==> src/rtl/e203_csr_port_arbiter.sv <==
// ---------------------------------------------------------------------------
// e203_csr_port_arbiter
//
// Shares one CSR file port between two requesters: the core (CSR
// instructions) and the debug module (abstract commands). Each accepted
// request runs IDLE -> ACCESS -> RESP -> IDLE, so one access completes at
// most every three cycles.
//
// Handshake semantics (all valid/ready pairs): a transfer happens in a cycle
// where valid and ready are both high at the rising clock edge. A requester
// holds valid and payload stable until it sees ready. A response is held
// stable with rsp_valid high until the owner's rsp_ready is high.
//
// Configuration macro: E203_CSR_ARB_RR_EN
//   defined   - round-robin between the two requesters (1-bit last-grant flop)
//   undefined - fixed priority, debug always wins a tie
//
// Ports
//   clk, rst                      clock, asynchronous active-high reset
//   core_req_* / dbg_req_*        request channel (valid/ready, wr, rd, idx, wdat)
//   core_rsp_* / dbg_rsp_*        response channel (valid/ready, rdat, err)
//   csr_ena, csr_wr_en, csr_rd_en CSR file strobes, high only in ACCESS
//   csr_idx, wbck_csr_dat         CSR index / write data, zero outside ACCESS
//   read_csr_dat, csr_access_ilgl CSR file read data / illegal flag (ACCESS)
//   arb_state_o                   current FSM state for observation
// ---------------------------------------------------------------------------
module e203_csr_port_arbiter #(
  parameter int XLEN = 32
) (
  input  logic            clk,
  input  logic            rst,
  input  logic            core_req_valid,
  output logic            core_req_ready,
  input  logic            core_req_wr,
  input  logic            core_req_rd,
  input  logic [11:0]     core_req_idx,
  input  logic [XLEN-1:0] core_req_wdat,
  output logic            core_rsp_valid,
  input  logic            core_rsp_ready,
  output logic [XLEN-1:0] core_rsp_rdat,
  output logic            core_rsp_err,
  input  logic            dbg_req_valid,
  output logic            dbg_req_ready,
  input  logic            dbg_req_wr,
  input  logic            dbg_req_rd,
  input  logic [11:0]     dbg_req_idx,
  input  logic [XLEN-1:0] dbg_req_wdat,
  output logic            dbg_rsp_valid,
  input  logic            dbg_rsp_ready,
  output logic [XLEN-1:0] dbg_rsp_rdat,
  output logic            dbg_rsp_err,
  output logic            csr_ena,
  output logic            csr_wr_en,
  output logic            csr_rd_en,
  output logic [11:0]     csr_idx,
  output logic [XLEN-1:0] wbck_csr_dat,
  input  logic [XLEN-1:0] read_csr_dat,
  input  logic            csr_access_ilgl,
  output logic [1:0]      arb_state_o
);

  typedef enum logic [1:0] {
    ST_IDLE   = 2'd0,
    ST_ACCESS = 2'd1,
    ST_RESP   = 2'd2
  } state_e;

  state_e          state_q;
  logic            owner_q;   // 1: debug owns the in-flight access, 0: core
  logic            wr_q;
  logic            rd_q;
  logic [11:0]     idx_q;
  logic [XLEN-1:0] wdat_q;
  logic [XLEN-1:0] rdat_q;
  logic            err_q;

  logic grant_dbg;
  logic grant_core;
  logic owner_rsp_ready;
  logic in_access;
  logic in_resp;

`ifdef E203_CSR_ARB_RR_EN
  logic last_dbg_q;           // 1: the most recent grant went to debug
`endif

  // Grant decision; only in IDLE, and suppressed while reset is asserted so
  // every output reads 0 during reset.
  always_comb begin
    grant_dbg  = 1'b0;
    grant_core = 1'b0;
    if (state_q == ST_IDLE && !rst) begin
      if (dbg_req_valid && core_req_valid) begin
`ifdef E203_CSR_ARB_RR_EN
        grant_dbg = !last_dbg_q;
`else
        grant_dbg = 1'b1;
`endif
        grant_core = !grant_dbg;
      end else begin
        grant_dbg  = dbg_req_valid;
        grant_core = core_req_valid;
      end
    end
  end

  assign owner_rsp_ready = owner_q ? dbg_rsp_ready : core_rsp_ready;

  always_ff @(posedge clk or posedge rst) begin
    if (rst) begin
      state_q <= ST_IDLE;
      owner_q <= 1'b0;
      wr_q    <= 1'b0;
      rd_q    <= 1'b0;
      idx_q   <= '0;
      wdat_q  <= '0;
      rdat_q  <= '0;
      err_q   <= 1'b0;
`ifdef E203_CSR_ARB_RR_EN
      // "Last grant was core" so the first tie after reset goes to debug.
      last_dbg_q <= 1'b0;
`endif
    end else begin
      unique case (state_q)
        ST_IDLE: begin
          if (grant_dbg || grant_core) begin
            owner_q <= grant_dbg;
            wr_q    <= grant_dbg ? dbg_req_wr   : core_req_wr;
            rd_q    <= grant_dbg ? dbg_req_rd   : core_req_rd;
            idx_q   <= grant_dbg ? dbg_req_idx  : core_req_idx;
            wdat_q  <= grant_dbg ? dbg_req_wdat : core_req_wdat;
            state_q <= ST_ACCESS;
`ifdef E203_CSR_ARB_RR_EN
            last_dbg_q <= grant_dbg;
`endif
          end
        end
        ST_ACCESS: begin
          // Illegal accesses and non-reads never return CSR data.
          rdat_q  <= (csr_access_ilgl || !rd_q) ? '0 : read_csr_dat;
          err_q   <= csr_access_ilgl;
          state_q <= ST_RESP;
        end
        ST_RESP: begin
          if (owner_rsp_ready) state_q <= ST_IDLE;
        end
        default: state_q <= ST_IDLE;
      endcase
    end
  end

  assign in_access = (state_q == ST_ACCESS);
  assign in_resp   = (state_q == ST_RESP);

  assign core_req_ready = grant_core;
  assign dbg_req_ready  = grant_dbg;

  assign csr_ena      = in_access;
  assign csr_wr_en    = in_access & wr_q;
  assign csr_rd_en    = in_access & rd_q;
  assign csr_idx      = in_access ? idx_q  : '0;
  assign wbck_csr_dat = in_access ? wdat_q : '0;

  assign core_rsp_valid = in_resp & !owner_q;
  assign core_rsp_rdat  = core_rsp_valid ? rdat_q : '0;
  assign core_rsp_err   = core_rsp_valid & err_q;
  assign dbg_rsp_valid  = in_resp & owner_q;
  assign dbg_rsp_rdat   = dbg_rsp_valid ? rdat_q : '0;
  assign dbg_rsp_err    = dbg_rsp_valid & err_q;

  assign arb_state_o = state_q;

endmodule

==> config.mk <==
export PLATFORM = sky130hd
export DESIGN_NAME = e203_csr_port_arbiter
export DESIGN_NICKNAME = d
export VERILOG_FILES = /design/src/rtl/e203_csr_port_arbiter.sv
export SDC_FILE = /design/constraint.sdc
export NUM_CORES = 1
export LEC_CHECK = 0
export BUFFER_PORTS_ARGS = -buffer_cell sky130_fd_sc_hd__buf_2
export CAP_MARGIN = 25
export CORE_ASPECT_RATIO = 0.75
export CORE_MARGIN = 2
export CORE_UTILIZATION = 43
export DETAILED_ROUTE_END_ITERATION = 7
export PLACE_DENSITY = 0.88
export SLEW_MARGIN = 20
export SYNTH_ARGS = -nofsm -noshare
export SYNTH_HDL_FRONTEND = slang
export SYNTH_SLANG_ARGS = --single-unit
export TNS_END_PERCENT = 20
==> constraint.sdc <==
create_clock -name clk -period 2.58 [get_ports clk]
set_input_delay 0.258 -clock clk [delete_from_list [all_inputs] [get_ports clk]]
set_output_delay 0.258 -clock clk [all_outputs]
set_load 0.005 [all_outputs]
======== Word level (Yosys, flattened, before mapping) ========
Cells that the tools add are included.
storage, ports and cells
  register bits after elaboration ......... 82
  bits in latches ......................... 0
  bits in writable memories ............... 0
  memory bits (read-only) ................. 0
  output and inout bits ................... 119
  word-level logic and storage cells ...... 45
  memories kept ........................... 0
cells by class
  add/sub/neg operators ................... 0
  multiply operators ...................... 0
  divide/modulo/power cells ............... 0
  $lt $le $gt $ge ......................... 0
  eq/ne operators ......................... 4
  shifts and indexed selects .............. 0
  muxes and demuxes ....................... 17
  bitwise logic cells ..................... 6
  reductions and logical operators ........ 10
operator list
  cell                number
  $mux 32             5
  $mux 12             2
  $mux 1              7
  $and 1x1->1         6
  $pmux 2 s3          1
  $mux 2              2
  $reduce_and 2->1    2
  $logic_not 1->1     3
  $eq 2x1->1 const B  1
  $eq 2x2->1 const B  1
  $logic_and 1x1->1   2
  $logic_not 2->1     1
  $logic_or 1x1->1    2
  $ne 2x1->1 const B  1
  $ne 2x2->1 const B  1

======== Logic depth before layout (Yosys ltp) ========
Gate-level depths: netlist of the first run.
  depth in word-level cells ............... 6
  gate-level depth with buffers ........... 6

======== Worst setup path after synthesis of the first run ========
Ideal clock, no wire load.
  path type ............................... reg-to-output
  start point ............................. register state_q[0], in the netlist arb_state_o[0]
  end point ............................... output core_req_ready
  data arrival time ....................... 1.284 ns
  data required time ...................... 2.322 ns
  path slack .............................. 1.038 ns
  cell stages (with the launch flop) ...... 5
  cell sequence ........................... dfrtp_1 or3_1 buf_2 buf_1 nor2_1
on the way
  longest elaborated chain between the ends .. 3
RTL lines
  element                 line  RTL
  from (decl)             68    state_e state_q;
  from (signal assigned)  111   state_q <= ST_IDLE;
  from (signal assigned)  132   state_q <= ST_ACCESS;
  from (signal assigned)  142   state_q <= ST_RESP;
  $logic_not 2->1         92    if (state_q == ST_IDLE && !rst) begin
  $logic_and 1x1->1       92
  $mux 1                  92
  to (decl)               33    output logic core_req_ready,
No other way between the ends.

======== Final worst setup path of the first run ========
Same ends and word-level chain as after synthesis.

==> results of run 1 <==
## area by class of cell
| class | count | area share |
|---|---|---|
| tap | 128 | 0.02796 |
| clock buffer | 10 | 0.03997 |
| sequential | 82 | 0.3582 |
| clock inverter | 5 | 0.009830 |
| inverter | 5 | 0.003495 |
| timing repair buffer | 257 | 0.2324 |
| multi-input combinational | 256 | 0.3281 |
## report_power, final
group | leakage [nW] | internal, mW | total, mW | switching (mW)
Combinational | 1.92 | 0.822 | 1.59 | 0.772
Sequential | 1.06 | 1.85 | 2.23 | 0.377
Clock | 0.138 | 0.742 | 1.22 | 0.482
Total | 3.12 | 3.42 | 5.05 | 1.63
## sequential cells by signal, summed over array words and instances, names as in the netlist
register / flops
arb_state_o: 2
wr_q: 1
err_q: 1
rdat_q: 32
rd_q: 1
owner_q: 1
wdat_q: 32
idx_q: 12
## stage by stage
step	std cells	hold WS [ns]	worst slack, ns	instance area (sq um)
2_1_floorplan	380	0.3634	0.2136	4095
3_3_place_gp	728	0.3553	0.8165	5443
3_5_place_dp	728	0.3592	0.7340	5443
4_1_cts	743	0.01263	0.4823	5728
5_1_grt	743	0.03431	0.3664	5728
6_report	743	0.003646	0.4788	5728
## routing by layer
| metal | GRT usage | share of wire |
|---|---|---|
| met1 | 0.2816 | 0.42 |
| met2 | 0.3999 | 0.50 |
| met3 | 0.04658 | 0.055 |
| met4 | 0.06203 | 0.018 |
| met5 | 0 | 0 |
## cells in the final DEF, fill, tap and decap left out, drive strengths merged
master    instances
nor3b             1
nor2b             1
o221a             3
nand2             6
and2            112
bufinv            1
clkinvlp          1
o32a              3
nor2              3
o2bb2ai          43
nand2b            3
buf             257
nor3              1
clkinv            4
inv               4
or2               1
a22o             32
dfrtp            82
a22oi            43
clkbuf           10
or3               1
a21o              1
o21ai             1
mux2              1
## Yosys cell counts
cell       instances
nor3b_2            1
o32a_1             3
a21o_1             1
nand2b_1           3
and2_1           112
buf_2              8
buf_1              5
mux2_2             1
inv_1              5
buf_4              3
nor3_2             1
nor2_1             3
a22o_1            32
nand2_1            5
a22oi_1           43
o2bb2ai_1         43
o21ai_0            1
o221a_2            3
nand2_2            1
nor2b_1            1
clkbuf_1          21
or2_2              1
or3_1              1
dfrtp_1           82
## logic make-up after synthesis
logic type             after synthesis  synth area share
and+or+nand+nor                    129            0.1946
AOI/OAI and AO/OA                  126            0.2579
DFF                                 82            0.5011
buffers and inverters               42           0.04369
muxes                                1          0.002750
## worst paths after layout
path	start	to	slack (ns)
min in group clk	read_csr_dat[10]	rdat_q[10]$_DFFE_PP0N_	0.15
worst max register to register	arb_state_o[0]$_DFFE_PP0P_	wdat_q[11]$_DFFE_PP0P_	0.73
worst min register to register	wdat_q[1]$_DFFE_PP0P_	wdat_q[1]$_DFFE_PP0P_	0.48
max in group asynchronous	rst	rdat_q[27]$_DFFE_PP0N_	1.92
worst min-delay path	rst	owner_q$_DFFE_PP0P_	0.004
worst max-delay path	arb_state_o[0]$_DFFE_PP0P_	core_req_ready	0.48
==> Flow_metrics.wiki, run 1 <==
{| class="wikitable"
! Metric !! Value
|-
| H-tree levels || 3
|-
| Transition time of the tightest slew-check pin || 0.9688 ns
|-
| Synth top area cells || dfrtp_1 (50%), and2_1 (17%), o2bb2ai_1 (9.2%)
|-
| Critical path type || reg2out
|-
| Final setup fails || 0
|-
| Post-layout net count || 742
|-
| Netlist area before placement || 4095 sq um
|-
| Delay-heaviest family, CP || simple AND/OR/NAND/NOR gates
|-
| Sum of net half-perimeters after detailed placement || between 8000 and 9000 um
|-
| Vias in the first global route || 3768
|-
| Setup Fix Bufs, Post-CTS || 0
|-
| Area fraction of the dominant cell type after synthesis || 0.5011
|-
| Pwr dens || 881.0 nW/um^2
|-
| Status || finished clean
|-
| Violation count after the first detailed-routing iteration || 189
|-
| Leakage dissipation || 3.116 nW
|-
| Residual overflow from global routing || 0
|-
| Seq. cell area || 2052 sq um
|-
| TritonCTS clock tree || yes
|-
| Setup repair after global routing missed its margin || false
|-
| Number of nets in the synthesized netlist || 511
|-
| Clock-pin transition on the worst setup and hold timing paths || 0.06 ns
|-
| Sum Neg Setup Slack || 0 ns
|-
| Quantity of hold-fixing buffers added after cts || 0
|-
| Buffer type at the clock tree root || clkbuf_16
|-
| Maximum VDD drop || 0.0003883 V
|-
| Via density per instance || approximately 5.3
|-
| Top-level port count || 250
|-
| YS warnings || 0
|-
| Share of the yosys chip area belonging to registers || 0.5011
|-
| CTS buffer count || 9
|-
| Final Hold Fails || 0
|-
| DIE HEIGHT || roughly 90 um
|-
| Slowest library cell on the worst path || or3_2
|-
| Total number of cells along the worst setup path || 3
|-
| # DRC || 0
|-
| Clock insertion delay at the later pin of the skew report || 0.32 ns
|-
| Layout cells sized above 1 || 0.4585
|-
| Post-DRT Antenna Nets || 0
|-
| Count of buffers from port buffering || between 200 and 250
|-
| First-pass GRT wire length || between 15000 and 20000 um
|-
| Period Utilization, post-route || 0.8144
|-
| Post-layout utilization of the core || 0.6254
|-
| DR vias || 3950
|-
| Number of sinks handled by clock tree synthesis || between 80 and 90
|-
| Combined area of the multi-input logic cells || 1879 sq um
|-
| Ordered list of cells on the worst path || or3_2, nor2_1, buf_2
|-
| Reg2reg path depth || 3
|-
| Die W || 116.7 um
|-
| Highest Clock Rate || 475.9 MHz
|-
| Placeable core region || 9159 sq um
|-
| Crit-path max cell delay || just over 0.7 ns
|-
| # rows || 30
|-
| Minimum period implied by the final worst setup slack || 2.101 ns
|-
| Final setup skew || 0.006551 ns
|-
| Routed wire per std cell || around 16 um
|-
| Max-capacitance violation count || 0
|-
| Setup crit end kind || primary output
|-
| Buffers & Inverters on Critical Path || 1
|-
| Kind of start point of the critical path || flip-flop
|-
| Number of standard cells after synthesis || between 300 and 400
|-
| Flip-flop and latch count after synthesis || 82
|-
| Final wirelength || 12130 um
|-
| Global placer's final weighted congestion || ~0.79
|-
| Worst Path Required || 2.32 ns
|-
| Total Routing Usage GR || 0.2252
|-
| Post-synthesis cell type count || 24
|-
| Number of filler cells placed in the layout || between 800 and 900
|-
| Die ar. || 10330 sq um
|-
| Overall power || 5.046 mW
|-
| Avg Synthesized Cell Area || 10.78 sq um
|-
| Relative area change from synthesis to final layout || 39.87%
|-
| Antenna fix cells || 0
|-
| Initial standard-cell utilization of the core || 0.4471
|-
| Largest net degree at the start of global routing || 51
|-
| Maximum fanout along the worst path || 22
|-
| Worst Path Arrival || around 1.8 ns
|-
| Synth area leader || dfrtp_1
|-
| Number of gates given a new drive strength after cts || 0
|-
| Clock tree buffer depth || 2
|-
| Worst slew slack as a fraction of its limit || 0.3528
|-
| Number of antenna violations at the first check in global routing || 0
|-
| Path class of the lowest-slack min-delay path || in2async
|-
| Initial DRT Pass Iterations || 4
|-
| Number of max-slew violations in the final report || 0
|}
Power figures use the tool's default switching activity.
==> inputs of run 2 (changes only) <==
--- a/config.mk
+++ b/config.mk
@@ -5,13 +5,14 @@
 export SDC_FILE = /design/constraint.sdc
 export NUM_CORES = 1
 export LEC_CHECK = 0
+export ABC_AREA = 1
 export BUFFER_PORTS_ARGS = -buffer_cell sky130_fd_sc_hd__buf_2
 export CAP_MARGIN = 25
 export CORE_ASPECT_RATIO = 0.75
 export CORE_MARGIN = 2
-export CORE_UTILIZATION = 43
+export CORE_UTILIZATION = 46
 export DETAILED_ROUTE_END_ITERATION = 7
-export PLACE_DENSITY = 0.88
+export PLACE_DENSITY = 0.89
 export SLEW_MARGIN = 20
 export SYNTH_ARGS = -nofsm -noshare
 export SYNTH_HDL_FRONTEND = slang
==> constraint.sdc (replaced) <==
create_clock -name clk -period 2.15 [get_ports clk]
set_input_delay 0.215 -clock clk [delete_from_list [all_inputs] [get_ports clk]]
set_output_delay 0.215 -clock clk [all_outputs]
set_load 0.005 [all_outputs]
==> run 2 against run 1 <==
  * Sequential share of layout area decreased by 4.6 points
  * Die area increased by 11%
  * Hold slack improved by 0.10 ns
  * Clock skew about the same
  * Clock power increased by 42%
  * Area after synthesis increased by 19%
  * Critical path type is now in2out
  * Highest routed layer unchanged
==> Flow_metrics.wiki, run 2 <==
{| class="wikitable"
! Metric !! Value
|-
| Largest net degree at the start of global routing || 68 (+33%)
|-
| Number of cells on the worst hold path || 2
|-
| Sum Neg Setup Slack || 0 ns (unchanged)
|-
| Critical path type || in2out
|-
| Synth top area cells || dfrtp_1 (42%), inv_1 (13%), nand3_1 (13%)
|-
| TritonCTS clock tree || yes
|-
| Worst Path Arrival || 1.76 ns (-0.08 ns)
|-
| Kind of start point of the critical path || input pin
|-
| DIE HEIGHT || 93.30 um (+5.4%)
|-
| # rows || 32 (+6.7%)
|-
| Synth area leader || dfrtp_1
|-
| Async set or reset register ratio after synthesis || 1.000 (unchanged)
|-
| Maximum fanout along the worst path || 48 (+120%)
|-
| Placeable core region || 10330 sq um (+13%)
|-
| R2R Path Start || arb_state_o[1]$_DFFE_PP0P_
|-
| Routed wire per std cell || 12.66 um (-22%)
|-
| Setup repair after global routing missed its margin || false
|-
| Min-delay src || dbg_rsp_ready
|-
| Clock-pin transition on the worst setup and hold timing paths || 0.06 ns (about the same)
|-
| Pwr dens || 1080 nW/um^2 (+23%)
|-
| Final Hold Fails || 0 (unchanged)
|-
| Top-level port count || 250 (unchanged)
|-
| Die ar. || 11480 sq um (+11%)
|-
| Flip-flop and latch count after synthesis || 82 (unchanged)
|-
| Antenna fix cells || 0 (unchanged)
|-
| Clock tree buffer depth || 2 (unchanged)
|-
| Vias in the first global route || 4756 (+26%)
|-
| Residual overflow from global routing || 0 (unchanged)
|-
| Buffer type at the clock tree root || clkbuf_16
|-
| Status || finished clean
|-
| Global placer's final weighted congestion || 0.8289 (+4.5%)
|-
| Minimum period implied by the final worst setup slack || 1.980 ns
|-
| Highest Clock Rate || about 510 MHz
|-
| Area fraction of the dominant cell type after synthesis || 0.4195 (-0.08152)
|-
| Top Registers || rdat_q: 32 flops, wdat_q: 32 flops, idx_q: 12 flops
|-
| Top library cells by usage in the layout, fill and taps aside || buf_2 (249), inv_1 (174), nand3_1 (124)
|-
| Endpoint of the worst hold path || arb_state_o[1]$_DFFE_PP0P_
|-
| CTS buffer count || 9 (unchanged)
|-
| Leakage dissipation || 4.041 nW (+30%)
|-
| Post-layout net count || 1086 (+46%)
|-
| Leading cell types by count after synthesis || inv_1 (175), nand3_1 (126), nor2_1 (115)
|-
| Number of filler cells placed in the layout || 966 (+19%)
|-
| Initial DRT Pass Iterations || 4 (unchanged)
|-
| Max-capacitance violation count || 0 (unchanged)
|-
| Netlist area before placement || 4891 sq um (+19%)
|-
| First-pass GRT wire length || 22110 um (+20%)
|-
| Maximum VDD drop || 0.0005134 V (+32%)
|-
| Primary flip-flop cell chosen by synthesis mapping || dfrtp_1
|-
| H-tree levels || 3 (unchanged)
|-
| Violation count after the first detailed-routing iteration || 359 (+90%)
|-
| Final wirelength || 13870 um (+14%)
|-
| Period Utilization, post-route || 0.9209
|-
| Number of sinks handled by clock tree synthesis || 82 (unchanged)
|-
| Avg Synthesized Cell Area || 6.636 sq um (-38%)
|-
| Number of flops mapped to enable cells by yosys || 0 (unchanged)
|-
| Post-DRT Antenna Nets || 0 (unchanged)
|-
| Post-Place Setup Slack || 0.5051 ns (-0.2289 ns)
|-
| Number of max-slew violations in the final report || 0 (unchanged)
|-
| Worst slew slack as a fraction of its limit || 0.6260 (+0.2732)
|-
| Combined area of the multi-input logic cells || 1941 sq um (+3.3%)
|-
| Count of buffers from port buffering || 249 (unchanged)
|-
| # DRC || 0 (unchanged)
|-
| Relative area change from synthesis to final layout || 34.43%
|-
| Share of the yosys chip area belonging to registers || 0.4195 (-0.08152)
|-
| Number of nets in the synthesized netlist || 868 (+70%)
|-
| Clock insertion delay at the later pin of the skew report || 0.33 ns (about the same)
|-
| Path class of the lowest-slack min-delay path || in2reg
|-
| Initial standard-cell utilization of the core || 0.4735 (+0.02634)
|-
| Post-synthesis cell type count || 14 (-42%)
|-
| Most repeated cell in the gate-level netlist after synthesis || inv_1
|-
| YS warnings || 0 (unchanged)
|-
| Number of antenna violations at the first check in global routing || 0 (unchanged)
|-
| Via density per instance || 4.874 (-8.3%)
|-
| Final setup fails || 0 (unchanged)
|-
| Transition time of the tightest slew-check pin || 0.5610 ns (-0.4078 ns)
|-
| Final setup skew || 0.006892 ns (+0.0003416 ns)
|-
| Layout cells sized above 1 || 0.2969 (-0.1617)
|-
| Total Routing Usage GR || 0.2424 (+0.01724)
|-
| Reg2reg path depth || 6 (+3)
|-
| Seq. cell area || 2052 sq um (unchanged)
|-
| Number of standard cells after synthesis || 737 (+94%)
|-
| Min setup slack post-route || 0.1701 ns (-0.3087 ns)
|-
| Sum of net half-perimeters after detailed placement || 9797 um (+9.4%)
|-
| Worst Path Required || 1.93 ns (-0.39 ns)
|-
| Reg-to-reg setup timing slack || 0.53 ns (-0.20 ns)
|-
| RR Endpoint || idx_q[3]$_DFFE_PP0P_
|-
| Setup crit end kind || primary output
|-
| Die W || 123.1 um (+5.5%)
|-
| DR vias || 5342 (+35%)
|-
| Leading cell type in the layout, fill and taps excluded || buf_2
|}
run 2: how the worst max path moves through the flow:
| stage | from | endpoint | slack, ns | cells after the start |
|---|---|---|---|---|
| 6_report | rst | core_req_ready | 0.17 | 7 |
| 5_1_grt | arb_state_o[0]$_DFFE_PP0P_ | core_rsp_rdat[28] | 0.02 | 6 |
| 4_1_cts | rst | core_req_ready | 0.03 | 7 |
| 3_5_place_dp | arb_state_o[1]$_DFFE_PP0P_ | core_req_ready | 0.51 | 5 |
| 3_3_place_gp | arb_state_o[1]$_DFFE_PP0P_ | core_req_ready | 0.52 | 5 |
| 2_1_floorplan | rst | idx_q[10]$_DFFE_PP0P_ | 0.13 | 5 |
run 2: timing repair:
item | CTS | global route
hold buffers | 1 | 0
resized for setup | 0 | 2
endpoints found under the setup margin | 0 | 1
hold endpoints to repair | 18 | 0
setup buffers | 0 | 0
run 2: layer usage:
layer | GRT usage | up-vias | part of all wire
met5 | 0 | - | 0
met1 | 0.3235 | 2442 | 0.43
met4 | 0.07860 | 0 | 0.018
met2 | 0.3936 | 195 | 0.49
li1 | - | 2685 | -
met3 | 0.05244 | 20 | 0.062
run 2: worst max-delay path, stage by stage:
cell	delay [ns]
dlygate4sd3_1	0.55
buf_2	0.16
inv_6	0.20
nand3_2	0.14
buf_6	0.25
nor2_1	0.13
buf_2	0.12
run 2: final cells by class:
cell class	count	area share
Clock buffer	11	0.03539
Multi-Input combinational cell	422	0.2951
Clock inverter	5	0.01560
Tap cell	136	0.02588
Timing Repair Buffer	263	0.2141
Sequential cell	82	0.3121
Inverter	177	0.1018
run 2: through the flow:
stage / hold slack, ns / utilization / power [mW] / std cells / cell area (sq um)
6_report: 0.1060 / 0.6365 / 7.101 / 1096 / 6575
5_1_grt: 0.1073 / 0.6365 / 7.699 / 1096 / 6575
4_1_cts: 0.09530 / 0.6359 / 7.160 / 1096 / 6569
3_5_place_dp: 0.2260 / 0.6025 / 5.388 / 1079 / 6223
3_3_place_gp: 0.2258 / 0.6025 / 5.294 / 1079 / 6223
2_1_floorplan: 0.3360 / - / 4.441 / 737 / 4892
run 2: logic make-up (layout without fill, tap and decap cells):
logic type      Yosys count  after routing  share of synthesized area
simple gates            387            387                     0.3538
flops                    82             82                     0.4195
buf+inv                 233            456                     0.1903
compound gates           35             35                    0.03633
run 2: where the power goes:
group          internal [mW]  switching (mW)  leakage [nW]  total (mW)
combinational           1.00            1.76          2.84        2.76
sequential              2.27           0.345          1.05        2.61
clock                   1.13           0.593         0.160        1.73
